`src/rtl/game_control.sv`:
```
// Turn sequencer for the Chicken Cha-Cha-Cha board: card flips, match/miss handling, turn passing.
// Optional build macro TURN_TIMEOUT_EN adds an idle timer that forces the turn to pass.
module game_control #(
  parameter int MISS_HOLD    = 25_000_000,
  parameter int TURN_TIMEOUT = 250_000_000
) (
  input  logic        clk,
  input  logic        rst,
  input  logic        start,
  input  logic [1:0]  num_players,
  input  logic        flip_req,
  input  logic [3:0]  card_sel,
  input  logic        go,
  input  logic        W,
  output logic        A,
  output logic [3:0]  position_data,
  output logic        B,
  output logic [1:0]  N,
  output logic        statecombo_next_turn,
  output logic [11:0] face_up,
  output logic        miss,
  output logic        game_over
);

  localparam int MC_W = $clog2(MISS_HOLD + 1);

  typedef enum logic [3:0] {
    IDLE, WAIT_FLIP, FLIP, SETTLE, CHECK, ADVANCE, WIN_CHK, MISS, NEXT_TURN, GAME_OVER
  } state_t;

  state_t          state, state_nx;
  logic [MC_W-1:0] miss_cnt;
  logic            flip_ok, board_full, timeout;

  // card_sel >= 12 is rejected before the mask lookup matters
  assign flip_ok    = flip_req && (card_sel < 4'd12) && !face_up[card_sel];
  assign board_full = &face_up;

`ifdef TURN_TIMEOUT_EN
  localparam int TO_W = $clog2(TURN_TIMEOUT + 1);
  logic [TO_W-1:0] idle_cnt;

  always_ff @(posedge clk) begin
    if (!rst)                              idle_cnt <= '0;
    else if (state != WAIT_FLIP || flip_ok) idle_cnt <= '0;
    else                                   idle_cnt <= idle_cnt + 1'b1;
  end

  assign timeout = (idle_cnt == TO_W'(TURN_TIMEOUT - 1));
`else
  logic unused_timeout;
  assign unused_timeout = |TURN_TIMEOUT;
  assign timeout        = 1'b0;
`endif

  always_ff @(posedge clk) begin
    if (!rst) state <= IDLE;
    else      state <= state_nx;
  end

  always_comb begin
    state_nx = state;
    case (state)
      IDLE:      if (start) state_nx = WAIT_FLIP;
      WAIT_FLIP: begin
        if (board_full || timeout) state_nx = NEXT_TURN;
        else if (flip_ok)          state_nx = FLIP;
      end
      FLIP:      state_nx = SETTLE;
      SETTLE:    state_nx = CHECK;
      CHECK:     state_nx = go ? ADVANCE : MISS;
      ADVANCE:   state_nx = WIN_CHK;
      WIN_CHK:   state_nx = W ? GAME_OVER : WAIT_FLIP;
      MISS:      if (miss_cnt == '0) state_nx = NEXT_TURN;
      NEXT_TURN: state_nx = WAIT_FLIP;
      GAME_OVER: if (start) state_nx = IDLE;
      default:   state_nx = IDLE;
    endcase
  end

  // A new game starts with a clean board so leftover cards from the last game do not block flips
  always_ff @(posedge clk) begin
    if (!rst) begin
      position_data <= '0;
      N             <= '0;
      face_up       <= '0;
      miss_cnt      <= '0;
    end else begin
      if (state == IDLE && start) begin
        N       <= num_players;
        face_up <= '0;
      end
      if (state == WAIT_FLIP && state_nx == FLIP) begin
        position_data     <= card_sel;
        face_up[card_sel] <= 1'b1;
      end
      if (state_nx == NEXT_TURN) face_up <= '0;
      if (state == CHECK && !go)                 miss_cnt <= MC_W'(MISS_HOLD - 1);
      else if (state == MISS && miss_cnt != '0) miss_cnt <= miss_cnt - 1'b1;
    end
  end

  assign A                    = (state == FLIP);
  assign B                    = (state == ADVANCE);
  assign statecombo_next_turn = (state == NEXT_TURN);
  assign miss                 = (state == MISS);
  assign game_over            = (state == GAME_OVER);

endmodule
```
`config.mk`:
```
export PLATFORM = sky130hd
export DESIGN_NAME = game_control
export DESIGN_NICKNAME = d
export VERILOG_FILES = /design/src/rtl/game_control.sv
export SDC_FILE = /design/constraint.sdc
export NUM_CORES = 1
export LEC_CHECK = 0
export ABC_AREA = 0
export BUFFER_PORTS_ARGS = -buffer_cell sky130_fd_sc_hd__clkbuf_2
export CAP_MARGIN = 20
export CORE_ASPECT_RATIO = 1.5
export CORE_MARGIN = 2
export CORE_UTILIZATION = 48
export DETAILED_ROUTE_END_ITERATION = 16
export GPL_ROUTABILITY_DRIVEN = 0
export PLACE_DENSITY = 0.78
export SYNTH_ARGS = -nofsm -noshare
export SYNTH_HDL_FRONTEND = slang
export SYNTH_SLANG_ARGS = --single-unit
```
`constraint.sdc`:
```
create_clock -name clk -period 5.2 [get_ports clk]
set_input_delay 0.78 -clock clk [delete_from_list [all_inputs] [get_ports clk]]
set_output_delay 0.78 -clock clk [all_outputs]
set_load 0.02 [all_outputs]
```
==> results by group <==
Outcome
  – Outcome: finished, final reports clean

Synth
  – Post-synth ARST share: 0
  – Post-Synthesis Cells: 282
  – Area leader, netlist: dfxtp_1
  – Top cell type's share of synthesized area: 0.3633
  – Mapped cell area: 2590 um2
  – Post-synthesis cell type count: 61
  – Sequential fraction of the synthesis area: 0.3633
  – EDFF count, synth: 0
  – Post-synthesis register bit count: 47
  – Synth warnings: 0
  – Synthesized net count: 296
  – Top_reg_cell synth: dfxtp_1
  – Top cells by area, synth: dfxtp_1 (36%), o21a_1 (3.8%), nor2b_1 (3.1%)
  – Mean Syn Cell Area: 9.184 um2

Critical path
  – Slowest Stage Delay on Critical Path: 0.52 ns
  – Crit. End Element: flop
  – Slowest stage cell on the critical path: nor2b_1
  – Crit path cell chain: inv_1, ha_1, nor2b_1, nand4_1, o21bai_1, a31oi_1, nor2b_1
  – Worst r2r dst: face_up[1]
  – Buf+Inv Stages, Crit Path: 1
  – CP most frequent cell: nor2b_1
  – R2R setup slack: 2.74 ns
  – Reg-to-Reg Start: miss_cnt[0]
  – Worst path arrival time: 2.64 ns
  – R2R depth: 7
  – Critical Path RT: 5.39 ns
  – CP top delay family: simple AND/OR/NAND/NOR gates
  – Crit-path max FO: 12
  – Crit path launch type: flop
  – WS Path Type: reg2reg

Worst hold path
  – Hold Path Depth: 2
  – Worst hold endpoint: position_data[1]
  – Worst hold path type: reg2reg
  – Hold Crit Start: position_data[1]

Routing
  – Final wirelength: 5554 um
  – DRC violations left: 0
  – DR iter-0 viols: 167
  – Post-route ant nets: 0
  – Routed vias: 2,215
  – Per-cell routed wire length: 14.73 um
  – First-pass DRT Iterations: 4
  – Vias/cell: 5.875

Clock network
  – CTS Sinks: 47
  – CTS resizes: 0
  – CTS root buffer: clkbuf_8
  – Clk_lat worst skew: 0.29 ns
  – Clock Tree Buf Depth: 2
  – Worst-path clk slew: 0.08 ns
  – Post-CTS Repair Setup Buffers: 0
  – Hold Buf Count CTS: 0
  – Max H-tree Level: 2
  – CTS tree: yes
  – CTS Buf Count: 5

Power and ir drop
  – Max VDD drop: 0.0001771 V
  – PD cells: 377.5 nW/um2
  – Switching pwr: 0.0004093 W
  – Flop pwr share: 0.410
  – Switching part of the total: 0.3771
  – Static Leakage: 1.124 nW
  – Logic pwr share: 0.338
  – Total power draw: 0.001086 W
  – Int Pwr: 0.0006762 W
  – Clk pwr share: 0.252

GRT
  – GR Overflow Total: 0
  – Number of global-route vias before repair: 2,199
  – Total GRT Usage: 0.1992
  – First-pass GRT wire length: 9625 um
  – Largest net degree at the start of global routing: 25
  – Initial antenna violation count: 0

Floorplanning
  – Row cnt: 32
  – Die Y: 93.97 um
  – Die W: 63.98 um
  – Initial Util: 0.5015
  – Die area: 6011 um2
  – Core region area: 5165 um2
  – Ports: 35

Placement
  – Dpl hpwl: 4154 um
  – IO buf count: 34

Timing
  – Max-slew violation count: 0
  – Setup Viol. Count Final: 0
  – Fin crit share: 0.4725
  – Max-slew headroom: 0.4866
  – Fin Clk Skew: 0.004522 ns
  – TNS Setup: 0 ns
  – Max Clk Rate: 407.0 MHz
  – Worst Tran Pin Value: 0.7665 ns
  – Worst hold slack: 0.4642 ns
  – Minimum clock period: 2.457 ns
  – Unrepaired setup endpoints after global routing: false
  – Final Hold Viols: 0

Finish
  – Share of cells above drive strength 1: 0.2071
  – Area delta synth->final: 11.01%
  – # diodes: 0
  – Util after Layout: 0.5567
  – Layout filler cell count: 462
  – Final #Nets: 322

Job
  – Max_cap viols: 0
## worst register-to-register path, delay by kind of cell (launching register included)
kind,cells,cell delay (ns)
flip-flops,1,0.34
AO/OA/AOI/OAI,2,0.63
adder cells (fa/ha/maj),1,0.15
AND/OR/NAND/NOR,3,1.16
buffers and inverters,1,0.09
## synth_stat cells (6+ instances only)
cell,instances
nor3_1,9
nor2_1,16
clkbuf_1,7
inv_1,6
o21a_1,13
a21oi_1,11
nor4_1,6
nand2b_1,7
dfxtp_1,47
nand2_1,18
a22oi_1,6
nor2b_1,13
o31a_1,7
o21ai_0,11
xor2_1,8
nand4_1,7
## metal layers
layer / track usage / vias up / wire [um]
li1: - / 1104 / -
met3: 0.03118 / 12 / 145
met1: 0.2046 / 1052 / 2294
met5: 0 / - / 0
met2: 0.3767 / 47 / 2956
met4: 0.1069 / 0 / 158
## kinds of logic after synthesis
| group | share of synthesized area |
|---|---|
| xor+xnor | 0.04058 |
| simple gates | 0.2720 |
| buf+inv | 0.04686 |
| compound gates | 0.2121 |
| fa+ha+maj | 0.009660 |
| flops | 0.3633 |
| mux | 0.05555 |
## layout make-up
class	instances	area [um2]	share of cell area
Multi-Input combinational cell	212	1528	0.5313
Sequential cell	47	940.9	0.3272
Timing Repair Buffer	35	177.7	0.06179
Tap cell	68	85.08	0.02959
Clock buffer	6	82.58	0.02872
Clock inverter	2	35.03	0.01218
Inverter	7	26.28	0.009138
## stage by stage
stage / instances / worst slack, ns / cell area [um2]
after floorplan: 282 / 2.810 / 2590
final: 377 / 2.743 / 2875
after global placement: 369 / 2.640 / 2758
after detailed placement: 369 / 2.617 / 2758
after global routing: 377 / 2.532 / 2875
after CTS: 377 / 2.758 / 2875
## flip-flops by register name (all words and copies together), names as in the netlist
register	count
miss_cnt	25
face_up	12
position_data	4
state	4
N	2
## power by group through the flow
| stage | sequential, W | combinational, W | clock, W |
|---|---|---|---|
| after floorplan | 0.000438 | 0.000304 | 0 |
| after global placement | 0.000451 | 0.000360 | 0 |
| after detailed placement | 0.000454 | 0.000366 | 0 |
| after CTS | 0.000445 | 0.000368 | 0.000284 |
| after global routing | 0.000452 | 0.000406 | 0.000295 |
| final | 0.000445 | 0.000367 | 0.000273 |
## cells in the final DEF, fill, tap and decap left out, types with 7 or more instances in the layout
| cell | synthesis | layout |
|---|---|---|
| nor2b_1 | 13 | 13 |
| o31a_1 | 7 | 7 |
| o21ai_0 | 11 | 11 |
| clkbuf_2 | 0 | 34 |
| nand2_1 | 18 | 18 |
| nor2_1 | 16 | 16 |
| nor3_1 | 9 | 9 |
| nand4_1 | 7 | 7 |
| dfxtp_1 | 47 | 47 |
| o21a_1 | 13 | 13 |
| a21oi_1 | 11 | 11 |
| xor2_1 | 8 | 8 |
| nand2b_1 | 7 | 7 |
## how the worst max path moves through the flow
stage | slack (ns) | startpoint | endpoint | cells after the start
after global placement | 2.64 | card_sel[1] | face_up[11] | 6
final | 2.74 | miss_cnt[0] | face_up[1] | 7
after CTS | 2.76 | miss_cnt[0] | face_up[1] | 7
after global routing | 2.53 | miss_cnt[1] | face_up[2] | 7
after floorplan | 2.81 | card_sel[0] | position_data[0] | 6
after detailed placement | 2.62 | rst | face_up[5] | 4
Note: power is estimated with default switching activity, not from simulation.
